$ cat src/rtl/mmio_uart_tx_pkg.sv
// Shared types and constants for the memory-mapped UART transmitter.
// The PARITY state exists only when UART_TX_PARITY_EN is defined.
package mmio_uart_tx_pkg;

    typedef enum logic [2:0] {
        ST_IDLE   = 3'd0,
        ST_START  = 3'd1,
        ST_DATA   = 3'd2,
`ifdef UART_TX_PARITY_EN
        ST_PARITY = 3'd3,
`endif
        ST_STOP   = 3'd4
    } state_t;

    localparam logic [31:0] OFS_TXDATA = 32'h0;
    localparam logic [31:0] OFS_STATUS = 32'h4;
    localparam logic [31:0] OFS_CTRL   = 32'h8;

    localparam int STAT_FULL    = 0;
    localparam int STAT_EMPTY   = 1;
    localparam int STAT_ACTIVE  = 2;
    localparam int STAT_CNT_LSB = 4;

    function automatic logic [3:0] sat_nibble(input logic [31:0] v);
        return (v > 32'd15) ? 4'hF : v[3:0];
    endfunction

endpackage

$ cat src/rtl/mmio_uart_tx_if.sv
// CPU store/load bus as seen by the UART transmitter.
interface mmio_uart_tx_if;
    logic        i_wr_valid;
    logic [31:0] i_wr_addr;
    logic [31:0] i_wr_data;
    logic [31:0] i_rd_addr;
    logic [31:0] o_rd_data;

    modport master (output i_wr_valid, i_wr_addr, i_wr_data, i_rd_addr, input o_rd_data);
    modport slave  (input i_wr_valid, i_wr_addr, i_wr_data, i_rd_addr, output o_rd_data);
endinterface

$ cat src/rtl/mmio_uart_tx_fifo.sv
// Synchronous FIFO; a push while full is accepted only when a pop happens on the same edge.
module mmio_uart_tx_fifo #(
    parameter int WIDTH = 8,
    parameter int DEPTH = 8
) (
    input  logic                     clk,
    input  logic                     i_reset,
    input  logic                     push,
    input  logic [WIDTH-1:0]         push_data,
    input  logic                     pop,
    output logic [WIDTH-1:0]         pop_data,
    output logic                     full,
    output logic                     empty,
    output logic [$clog2(DEPTH):0]   count
);
    localparam int AW = $clog2(DEPTH);

    logic [WIDTH-1:0] mem [DEPTH];
    logic [AW-1:0]    wr_ptr;
    logic [AW-1:0]    rd_ptr;
    logic             do_push;
    logic             do_pop;

    assign do_pop   = pop && !empty;
    assign do_push  = push && (!full || do_pop);
    assign full     = (count == (AW+1)'(DEPTH));
    assign empty    = (count == '0);
    assign pop_data = mem[rd_ptr];

    always_ff @(posedge clk) begin
        if (do_push) begin
            mem[wr_ptr] <= push_data;
        end
    end

    always_ff @(posedge clk) begin
        if (i_reset) begin
            wr_ptr <= '0;
            rd_ptr <= '0;
            count  <= '0;
        end else begin
            if (do_push) begin
                wr_ptr <= wr_ptr + 1'b1;
            end
            if (do_pop) begin
                rd_ptr <= rd_ptr + 1'b1;
            end
            if (do_push && !do_pop) begin
                count <= count + 1'b1;
            end else if (!do_push && do_pop) begin
                count <= count - 1'b1;
            end
        end
    end

endmodule

$ cat src/rtl/mmio_uart_tx.sv
// Memory-mapped 8N1 UART transmitter: address decode, sticky overflow, serializer FSM.
// Define UART_TX_PARITY_EN to insert an even-parity bit after data bit 7.
//   state  | meaning
//   IDLE   | line high, waiting for a queued byte
//   START  | start bit (low)
//   DATA   | data bits, LSB first
//   PARITY | even parity of the byte (UART_TX_PARITY_EN only)
//   STOP   | stop bit (high); may chain directly into the next START
module mmio_uart_tx
    import mmio_uart_tx_pkg::*;
#(
    parameter logic [31:0] BASE_ADDR    = 32'h1000_0000,
    parameter int          CLKS_PER_BIT = 16,
    parameter int          FIFO_DEPTH   = 8
) (
    input  logic          clk,
    input  logic          i_reset,
    mmio_uart_tx_if.slave bus,
    output logic          o_tx,
    output logic          o_busy,
    output logic          o_overflow
);
    localparam int                CNT_W       = $clog2(CLKS_PER_BIT);
    localparam int                CW          = $clog2(FIFO_DEPTH) + 1;
    localparam logic [CNT_W-1:0] BAUD_RELOAD = CNT_W'(CLKS_PER_BIT - 1);

    logic [7:0]       fifo_rd_data;
    logic             fifo_full;
    logic             fifo_empty;
    logic [CW-1:0]    fifo_count;
    logic             push_req;
    logic             clr_req;
    logic             fifo_pop;
    state_t           state;
    logic [CNT_W-1:0] cnt;
    logic [2:0]       bit_idx;
    logic [7:0]       shreg;
    logic [31:0]      status;
    logic             unused_wr_data;
`ifdef UART_TX_PARITY_EN
    logic             par_bit;
`endif

    assign push_req = bus.i_wr_valid && (bus.i_wr_addr == BASE_ADDR + OFS_TXDATA);
    assign clr_req  = bus.i_wr_valid && (bus.i_wr_addr == BASE_ADDR + OFS_CTRL) && bus.i_wr_data[0];
    assign unused_wr_data = &{1'b0, bus.i_wr_data[31:8]};

    // Pops only from registered empty, so a byte pushed into an empty FIFO is never bypassed.
    assign fifo_pop = !fifo_empty &&
                      ((state == ST_IDLE) || ((state == ST_STOP) && (cnt == '0)));

    mmio_uart_tx_fifo #(
        .WIDTH (8),
        .DEPTH (FIFO_DEPTH)
    ) u_fifo (
        .clk       (clk),
        .i_reset   (i_reset),
        .push      (push_req),
        .push_data (bus.i_wr_data[7:0]),
        .pop       (fifo_pop),
        .pop_data  (fifo_rd_data),
        .full      (fifo_full),
        .empty     (fifo_empty),
        .count     (fifo_count)
    );

    always_ff @(posedge clk) begin
        if (i_reset) begin
            o_overflow <= 1'b0;
        end else if (push_req && fifo_full && !fifo_pop) begin
            o_overflow <= 1'b1;
        end else if (clr_req) begin
            o_overflow <= 1'b0;
        end
    end

    always_ff @(posedge clk) begin
        if (i_reset) begin
            state   <= ST_IDLE;
            cnt     <= '0;
            bit_idx <= '0;
            shreg   <= '0;
            o_tx    <= 1'b1;
`ifdef UART_TX_PARITY_EN
            par_bit <= 1'b0;
`endif
        end else begin
            case (state)
                ST_IDLE, ST_STOP: begin
                    if (state == ST_STOP && cnt != '0) begin
                        cnt <= cnt - 1'b1;
                    end else if (fifo_pop) begin
                        state <= ST_START;
                        cnt   <= BAUD_RELOAD;
                        shreg <= fifo_rd_data;
                        o_tx  <= 1'b0;
`ifdef UART_TX_PARITY_EN
                        par_bit <= ^fifo_rd_data;
`endif
                    end else begin
                        state <= ST_IDLE;
                        o_tx  <= 1'b1;
                    end
                end
                ST_START: begin
                    if (cnt == '0) begin
                        state   <= ST_DATA;
                        cnt     <= BAUD_RELOAD;
                        bit_idx <= '0;
                        o_tx    <= shreg[0];
                        shreg   <= shreg >> 1;
                    end else begin
                        cnt <= cnt - 1'b1;
                    end
                end
                ST_DATA: begin
                    if (cnt == '0) begin
                        cnt <= BAUD_RELOAD;
                        if (bit_idx == 3'd7) begin
`ifdef UART_TX_PARITY_EN
                            state <= ST_PARITY;
                            o_tx  <= par_bit;
`else
                            state <= ST_STOP;
                            o_tx  <= 1'b1;
`endif
                        end else begin
                            bit_idx <= bit_idx + 1'b1;
                            o_tx    <= shreg[0];
                            shreg   <= shreg >> 1;
                        end
                    end else begin
                        cnt <= cnt - 1'b1;
                    end
                end
`ifdef UART_TX_PARITY_EN
                ST_PARITY: begin
                    if (cnt == '0) begin
                        state <= ST_STOP;
                        cnt   <= BAUD_RELOAD;
                        o_tx  <= 1'b1;
                    end else begin
                        cnt <= cnt - 1'b1;
                    end
                end
`endif
                default: begin
                    state <= ST_IDLE;
                    o_tx  <= 1'b1;
                end
            endcase
        end
    end

    always_comb begin
        status                           = '0;
        status[STAT_FULL]                = fifo_full;
        status[STAT_EMPTY]               = fifo_empty;
        status[STAT_ACTIVE]              = (state != ST_IDLE);
        status[STAT_CNT_LSB +: 4]        = sat_nibble(32'(fifo_count));
    end

    assign bus.o_rd_data = (bus.i_rd_addr == BASE_ADDR + OFS_STATUS) ? status : '0;
    assign o_busy        = (state != ST_IDLE) || !fifo_empty;

endmodule

$ cat src/flat_wrapper.sv
// flat-port wrapper written by rule: the top's interface ports become plain ports
module mmio_uart_tx_flat import mmio_uart_tx_pkg::*;
#(
    parameter logic [31:0] BASE_ADDR    = 32'h1000_0000,
    parameter int          CLKS_PER_BIT = 16,
    parameter int          FIFO_DEPTH   = 8
)
  (clk, i_reset, o_tx, o_busy, o_overflow, bus_i_wr_valid, bus_i_wr_addr, bus_i_wr_data, bus_i_rd_addr, bus_o_rd_data);
  mmio_uart_tx_if bus_i ();
  input  logic clk;
  input  logic i_reset;
  output logic o_tx;
  output logic o_busy;
  output logic o_overflow;
  input wire logic [$bits(bus_i.i_wr_valid)-1:0] bus_i_wr_valid;
  input wire logic [$bits(bus_i.i_wr_addr)-1:0] bus_i_wr_addr;
  input wire logic [$bits(bus_i.i_wr_data)-1:0] bus_i_wr_data;
  input wire logic [$bits(bus_i.i_rd_addr)-1:0] bus_i_rd_addr;
  output wire logic [$bits(bus_i.o_rd_data)-1:0] bus_o_rd_data;
  assign bus_i.i_wr_valid = bus_i_wr_valid;
  assign bus_i.i_wr_addr = bus_i_wr_addr;
  assign bus_i.i_wr_data = bus_i_wr_data;
  assign bus_i.i_rd_addr = bus_i_rd_addr;
  assign bus_o_rd_data = bus_i.o_rd_data;
  mmio_uart_tx #(.BASE_ADDR(BASE_ADDR), .CLKS_PER_BIT(CLKS_PER_BIT), .FIFO_DEPTH(FIFO_DEPTH)) u_core (.clk(clk), .i_reset(i_reset), .bus(bus_i), .o_tx(o_tx), .o_busy(o_busy), .o_overflow(o_overflow));
endmodule
$ cat config.mk
export PLATFORM = sky130hd
export DESIGN_NAME = mmio_uart_tx_flat
export DESIGN_NICKNAME = d
export VERILOG_FILES = /design/src/rtl/mmio_uart_tx_pkg.sv /design/src/rtl/mmio_uart_tx_if.sv /design/src/rtl/mmio_uart_tx_fifo.sv /design/src/rtl/mmio_uart_tx.sv /design/src/flat_wrapper.sv
export SDC_FILE = /design/constraint.sdc
export NUM_CORES = 1
export LEC_CHECK = 0
export ABC_CLOCK_PERIOD_IN_PS = 3150
export CORE_AREA = 2 2 106 82
export DETAILED_ROUTE_END_ITERATION = 10
export DIE_AREA = 0 0 108 84
export DONT_BUFFER_PORTS = 1
export PLACE_DENSITY_LB_ADDON = 0.15
export SLEW_MARGIN = 5
export SYNTH_ARGS = -nofsm -noshare
export SYNTH_HDL_FRONTEND = slang
export SYNTH_SLANG_ARGS = --single-unit
export TNS_END_PERCENT = 100
$ cat constraint.sdc
create_clock -name clk -period 3.15 [get_ports clk]
set_input_delay 0.63 -clock clk [delete_from_list [all_inputs] [get_ports clk]]
set_output_delay 0.63 -clock clk [all_outputs]
set_load 0.02 [all_outputs]
---- After elaboration in Yosys (flattened, before gate mapping) ----
Memory sizes are Yosys's and may differ from the RTL's. A register that Yosys moved wholly into a read port is not among the register bits.
Index checks and enable logic that the tools add are counted.
Widths: inputs -> output; s select.
storage, ports and cells
  register bits ........................... 30
  bits in latches ......................... 0
  RAM bits ................................ 64
  ROM bits ................................ 0
  bits of input ports ..................... 99
  output and inout bits ................... 35
  logic and storage cells ................. 103
  memories ................................ 1
memory list
  memory             depth  bits a word  read ports  clocked after Yosys merged registers in  write ports  RTL line                 source
  u_core.u_fifo.mem  8      8            1           1                                        1            mmio_uart_tx_fifo.sv:18  logic [WIDTH-1:0] mem [DEPTH];
cells by class
  $add $sub $neg .......................... 6
  multipliers ............................. 0
  divide/modulo/power cells ............... 0
  magnitude comparators ................... 0
  equal/unequal tests ..................... 15
  shift operators ......................... 0
  mux-type cells .......................... 35
  bitwise gates (word level) .............. 0
  reduce and logical (&&, ||, !) cells .... 37
operators with widths
  operator              number
  $eq 32x29->1 const B  3
  $mux 8                6
  $mux 3                9
  $pmux 8 s3            1
  $mux 4                5
  $logic_and 1x1->1     12
  $mux 1                10
  $add 3x1->3 const B   3
  $pmux 3 s3            1
  $logic_not 4->1       2
  $ne 2x1->1 const B    4
  $pmux 4 s2            1
  $reduce_and 4->1      2
  $reduce_bool 2->1     4
  $sub 4x1->4 const B   2
  $eq 3x3->1 const B    2
  $pmux 3 s2            1
  $reduce_and 6->1      1
  $reduce_bool 3->1     2
  $logic_not 1->1       5
  $add 4x1->4 const B   1
  $eq 4x4->1 const B    1
  $ne 2x2->1 const B    2
  $reduce_bool 4->1     1
  other kinds (9)       12

---- Depth between registers and ports, before layout ----
Gate-level depths: netlist of the first run.
  word-level depth ........................ 11
  depth in mapped cells ................... 14

---- Modules after synthesis ----
A second synthesis of the first run with hierarchy kept.
unflattened totals
  cells, all modules ...................... 344
  area total of the unflattened synthesis .. 4,563.1 um2
by module, submodules not included
  module             times used  cells each  area each (um2)  seq. area each (um2)
  mmio_uart_tx_fifo  1           165         3,070.4          2,182.1
  mmio_uart_tx       1           179         1,492.7          400.4

---- Worst setup path before layout of the first run ----
No wires, ideal clock.
  kind .................................... input-to-reg
  start ................................... input port bus_i_wr_addr[26]
  end ..................................... register u_core.u_fifo.count[3]
  data arrival time ....................... 3,051 ps
  setup slack ............................. 28 ps
  stages .................................. 11
  path buffers ............................ 0
  path through ............................ nor4b_1 nand4_1 nor4_2 ha_1 inv_1 ha_1 a21o_1 a21oi_1 xnor2_1 or3_1 a21oi_1
between the ends
  cells in the longest elaborated chain, start to end .. 6
  elaborated cells between the ends (all ways) .. 8
ends and longest elaborated chain
  element                      RTL line                 source
  from (decl)                  flat_wrapper.sv:16       input wire logic [$bits(bus_i.i_wr_addr)-1:0] bus_i_wr_addr;
  $eq 32x29->1 *               mmio_uart_tx.sv:44       assign push_req = bus.i_wr_valid && (bus.i_wr_addr == BASE_ADDR + OFS_TXDATA);
  $logic_and 1x1->1 *          mmio_uart_tx.sv:44
  $logic_and 1x1->1 *          mmio_uart_tx_fifo.sv:25  assign do_push = push && (!full || do_pop);
  net u_core.u_fifo.do_push    mmio_uart_tx_fifo.sv:21  logic do_push;
  $logic_not 1->1              mmio_uart_tx_fifo.sv:50  end else if (!do_push && do_pop) begin
  $logic_and 1x1->1            mmio_uart_tx_fifo.sv:50
  $reduce_bool 2->1 (no line)  -
  to (signal assigned)         mmio_uart_tx_fifo.sv:49  count <= count + 1'b1;
  to (signal assigned)         mmio_uart_tx_fifo.sv:51  count <= count - 1'b1;
  to (decl)                    mmio_uart_tx_fifo.sv:14  output logic [$clog2(DEPTH):0] count
The timed path passes the listed nets; every way through them passes the cells marked *.
A chain may end at the register's enable or synchronous reset.

---- Worst setup path in the final report of the first run ----
  start ................................... register u_core.u_fifo.count[2]
  end ..................................... register u_core.u_fifo.count[3]
between the ends
  cells in the longest elaborated chain, start to end .. 9
  elaborated cells between the ends (all ways) .. 17
ends and longest elaborated chain
  element                      RTL line                                     source
  $logic_not 4->1              mmio_uart_tx_fifo.sv:27                      assign empty = (count == '0);
  $logic_not 1->1              mmio_uart_tx_fifo.sv:24, mmio_uart_tx.sv:49
  $logic_and 1x1->1            mmio_uart_tx.sv:49                           assign fifo_pop = !fifo_empty &&
  $logic_and 1x1->1            mmio_uart_tx_fifo.sv:24                      assign do_pop = pop && !empty;
  $logic_or 1x1->1 *           mmio_uart_tx_fifo.sv:25
  $logic_and 1x1->1 *          mmio_uart_tx_fifo.sv:25
  net u_core.u_fifo.do_push    mmio_uart_tx_fifo.sv:21
  $logic_not 1->1              mmio_uart_tx_fifo.sv:50
  $logic_and 1x1->1            mmio_uart_tx_fifo.sv:50
  $reduce_bool 2->1 (no line)  -
The timed path passes the listed nets; every way through them passes the cells marked *. The select of a mux whose other input is x is not followed.

==> impl_metrics.ini, run 1 <==
[grt]
grt_pass1_vias = 2552
overflow = 0
grt_max_degree = 26
grt_first_pass_wirelength_um = 13000
gr-usage-all-layers_pct = 19.1
antenna_found_initial = 0

[logic_synthesis]
synth-seq-area-share_pct = 57.6
synth_simple_gate_area_share_pct = 12.8
synth_top_family_by_area = simple AND/OR/NAND/NOR gates
synth_cell_types = 52
synth_adder_area_share_pct = 2.68
ys_ff_latch = 97
synthesis.area_sq_um = 4480
syn_inst = 346
ys_async_sr_fraction_pct = 0
ys.flop_type = edfxtp_1
yosysWarningCount = 0
avgSynthCellArea_sq_um = 12.9
synth_compound_area_share_pct = 7.60
synth_edf_count = 64
synth-xor-area-share_pct = 1.56
muxShareOfSynthArea_pct = 10.8

[worst_setup_path]
cp_slowest_cell = or4b_2
cp-start-kind = register
worstPathMaxFanout = 6
worstSetupEndpointType = register
cp.required_ns = 3.43
criticalPathCategory = reg -> reg
crit_chain = or4b_2 > a211oi_2 > buf_4 > nor4_2 > ha_1 > inv_1 > ha_1 > a21o_1 > a21oi_1 > xnor2_1 > or3_1 > a21oi_1
max_stage_delay_ns = 0.68
crit_arrival_ns = 3.24

[final_layout]
fin_cells = 469
post-route-util_pct = 58.4
nets = 464
final_cell_mix = edfxtp_1, dfxtp_1, nor2_1
area_growth_pct = 6.45
antennaDiodeCount = 0
design_area_sq_um = 4770
final_common_cell = edfxtp_1
drive_gt1_share_pct = 16.9

[timing]
drv_slew = 0
hold_viol_final = 0
period_needed_ns = 2.97
min_period_over_period_pct = 94.1
timing.fmax_mhz = 337
tightest_slew_ns = 1.01
relSlewSlack_pct = 32.3
final-setup-viol-count = 0
setup_slack_ns = 0.184
fin_skew_ns = 0.0150

[place]
place_congestion = 0.812
dp.cells = 453
pre_cts_slack_ns = 0.0542
hpwl_um = 5760
port_buffers = 0
placed_area_sq_um = 4550

[routing]
ant_nets = 0
drt_iter0_drc = 165
vias = 2645
first_pass_iters = 4
wl_per_cell_um = 17.7
drc = 0
vias_per_cell = 5.64
routed_wl_um = 8280

[cts]
hold_buffers = 0
clock_latency_ns = 0.35
clock-sinks = 97
root_buffer = clkbuf_8
cts_made_buffers = 9
clk_pin_slew_ns = 0.10
h-tree-depth = 3
cts_tree = done
clk_path_buf_depth = 2

[power]
total_power_uw = 3680
p_leak_uw = 0.00161
irDropWorstVdd_mv = 0.311
power_density_nw_per_um2 = 772

[floorplan]
placementRows = 29
chipHeight_um = 84
coreArea_sq_um = 8160
die_w_um = 108
io_pins = 134
start_util_pct = 54.9
fp.dieArea_sq_um = 9070

[run_status]
outcome = completed

[flow_run]
maxCapViolCount = 0

[hold_path]
hold_class = in -> reg
## timing repair
action                     CTS  global route
setup endpoints to repair    0             1
resized for setup            0             3
buffers inserted             0             0
## synth_stat cells, drive strengths merged, types with 2 or more instances
library cell | count | area (sq um)
a211oi | 5 | 37.5
a21bo | 2 | 20.0
a21oi | 13 | 65.1
a22oi | 3 | 22.5
and2 | 4 | 25.0
buf | 29 | 220
clkbuf | 10 | 37.5
dfxtp | 33 | 661
edfxtp | 64 | 1920
ha | 8 | 100
inv | 13 | 48.8
mux2i | 11 | 110
mux4 | 16 | 360
nand2 | 16 | 60.1
nand2b | 4 | 25.0
nand3b | 2 | 15.0
nand4 | 4 | 25.0
nor2 | 29 | 109
nor3 | 10 | 50.1
nor3b | 3 | 27.5
nor4 | 16 | 113
nor4b | 4 | 35.0
o21ai | 10 | 50.1
o22ai | 7 | 43.8
or2 | 2 | 12.5
or3 | 2 | 13.8
xnor2 | 4 | 35.0
xor2 | 4 | 35.0
## final cells by class
| type | count | area, sq um |
|---|---|---|
| Fill cell | 665 | 3390 |
| Tap cell | 108 | 135 |
| Clock inverter | 7 | 83.8 |
| Inverter | 13 | 48.8 |
| Clock buffer | 9 | 124 |
| Multi-Input combinational cell | 221 | 1690 |
| Sequential cell | 97 | 2580 |
| Timing Repair Buffer | 14 | 105 |
## kinds of logic (layout without fill, tap and decap cells)
| group | Yosys count | after routing |
|---|---|---|
| AOI/OAI and AO/OA | 47 | 47 |
| xor gates and xnor gates | 8 | 8 |
| adders and majority gates | 9 | 9 |
| buffers and inverters | 52 | 43 |
| DFF | 97 | 97 |
| muxes | 28 | 28 |
| other | 1 | 25 |
| and+or+nand+nor | 104 | 104 |
## critical path: cells and delay by family (launching register included)
kind                       cells  cell delay, ns
adders and majority gates      2            0.45
and+or+nand+nor                3            1.03
buffers and inverters          2            0.24
AOI/OAI and AO/OA              4            0.71
xor gates and xnor gates       1            0.09
DFF                            1            0.38
## flip-flops by register name, summed over array words and instances, names as in the netlist, named ones only
register / cells
u_core.bit_idx: 3
u_core.state: 3
u_core.u_fifo.count: 4
u_core.o_overflow: 1
u_core.u_fifo.mem: 64
u_core.u_fifo.wr_ptr: 3
u_core.shreg: 8
u_core.o_tx: 1
u_core.cnt: 4
u_core.u_fifo.rd_ptr: 3
## report_power, final
part	switching [uW]	leakage (uW)	internal, uW	total (uW)
clock	446	0.000103	383	828
combinational	659	0.000662	555	1210
sequential	147	0.000846	1490	1640
total	1250	0.00161	2430	3680
## metal layers
metal  global-route usage [%]  vias up  share of wire (%)
met5                        0        -                  0
met3                     5.62        2                6.7
li1                         -     1276                  -
met2                     28.5       98                 46
met1                     27.8     1269                 47
met4                     4.66        0               0.35
## metrics by stage
stage	hold WS, ns	TNS [ns]
final	0.331	0
after global routing	0.302	-0.0128
after CTS	0.310	0
after detailed placement	0.463	0
after global placement	0.460	0
after floorplan	0.446	0
## final timing paths
kind	from	to	slack [ns]	cells after the start
worst max-delay path	u_core.u_fifo.count[2]	u_core.u_fifo.count[3]	0.18	12
worst min-delay path	i_reset	u_core.bit_idx[1]	0.33	1
worst max register to register	u_core.u_fifo.count[2]	u_core.u_fifo.count[3]	0.18	12
worst min register to register	u_core.shreg[3]	u_core.shreg[3]	0.48	2
(Power assumes the default switching activity.)
==> run 2: changes to the inputs <==
- HOLD_SLACK_MARGIN: unset -> 0.03
==> results of run 2 <==
No change in the layout: final DEF, timing and power equal those of run 1.
==> run 3: changes to the inputs <==
- SKIP_LAST_GASP: unset -> 1
==> results of run 3 <==
No change in the layout: final DEF, timing and power equal those of run 1.
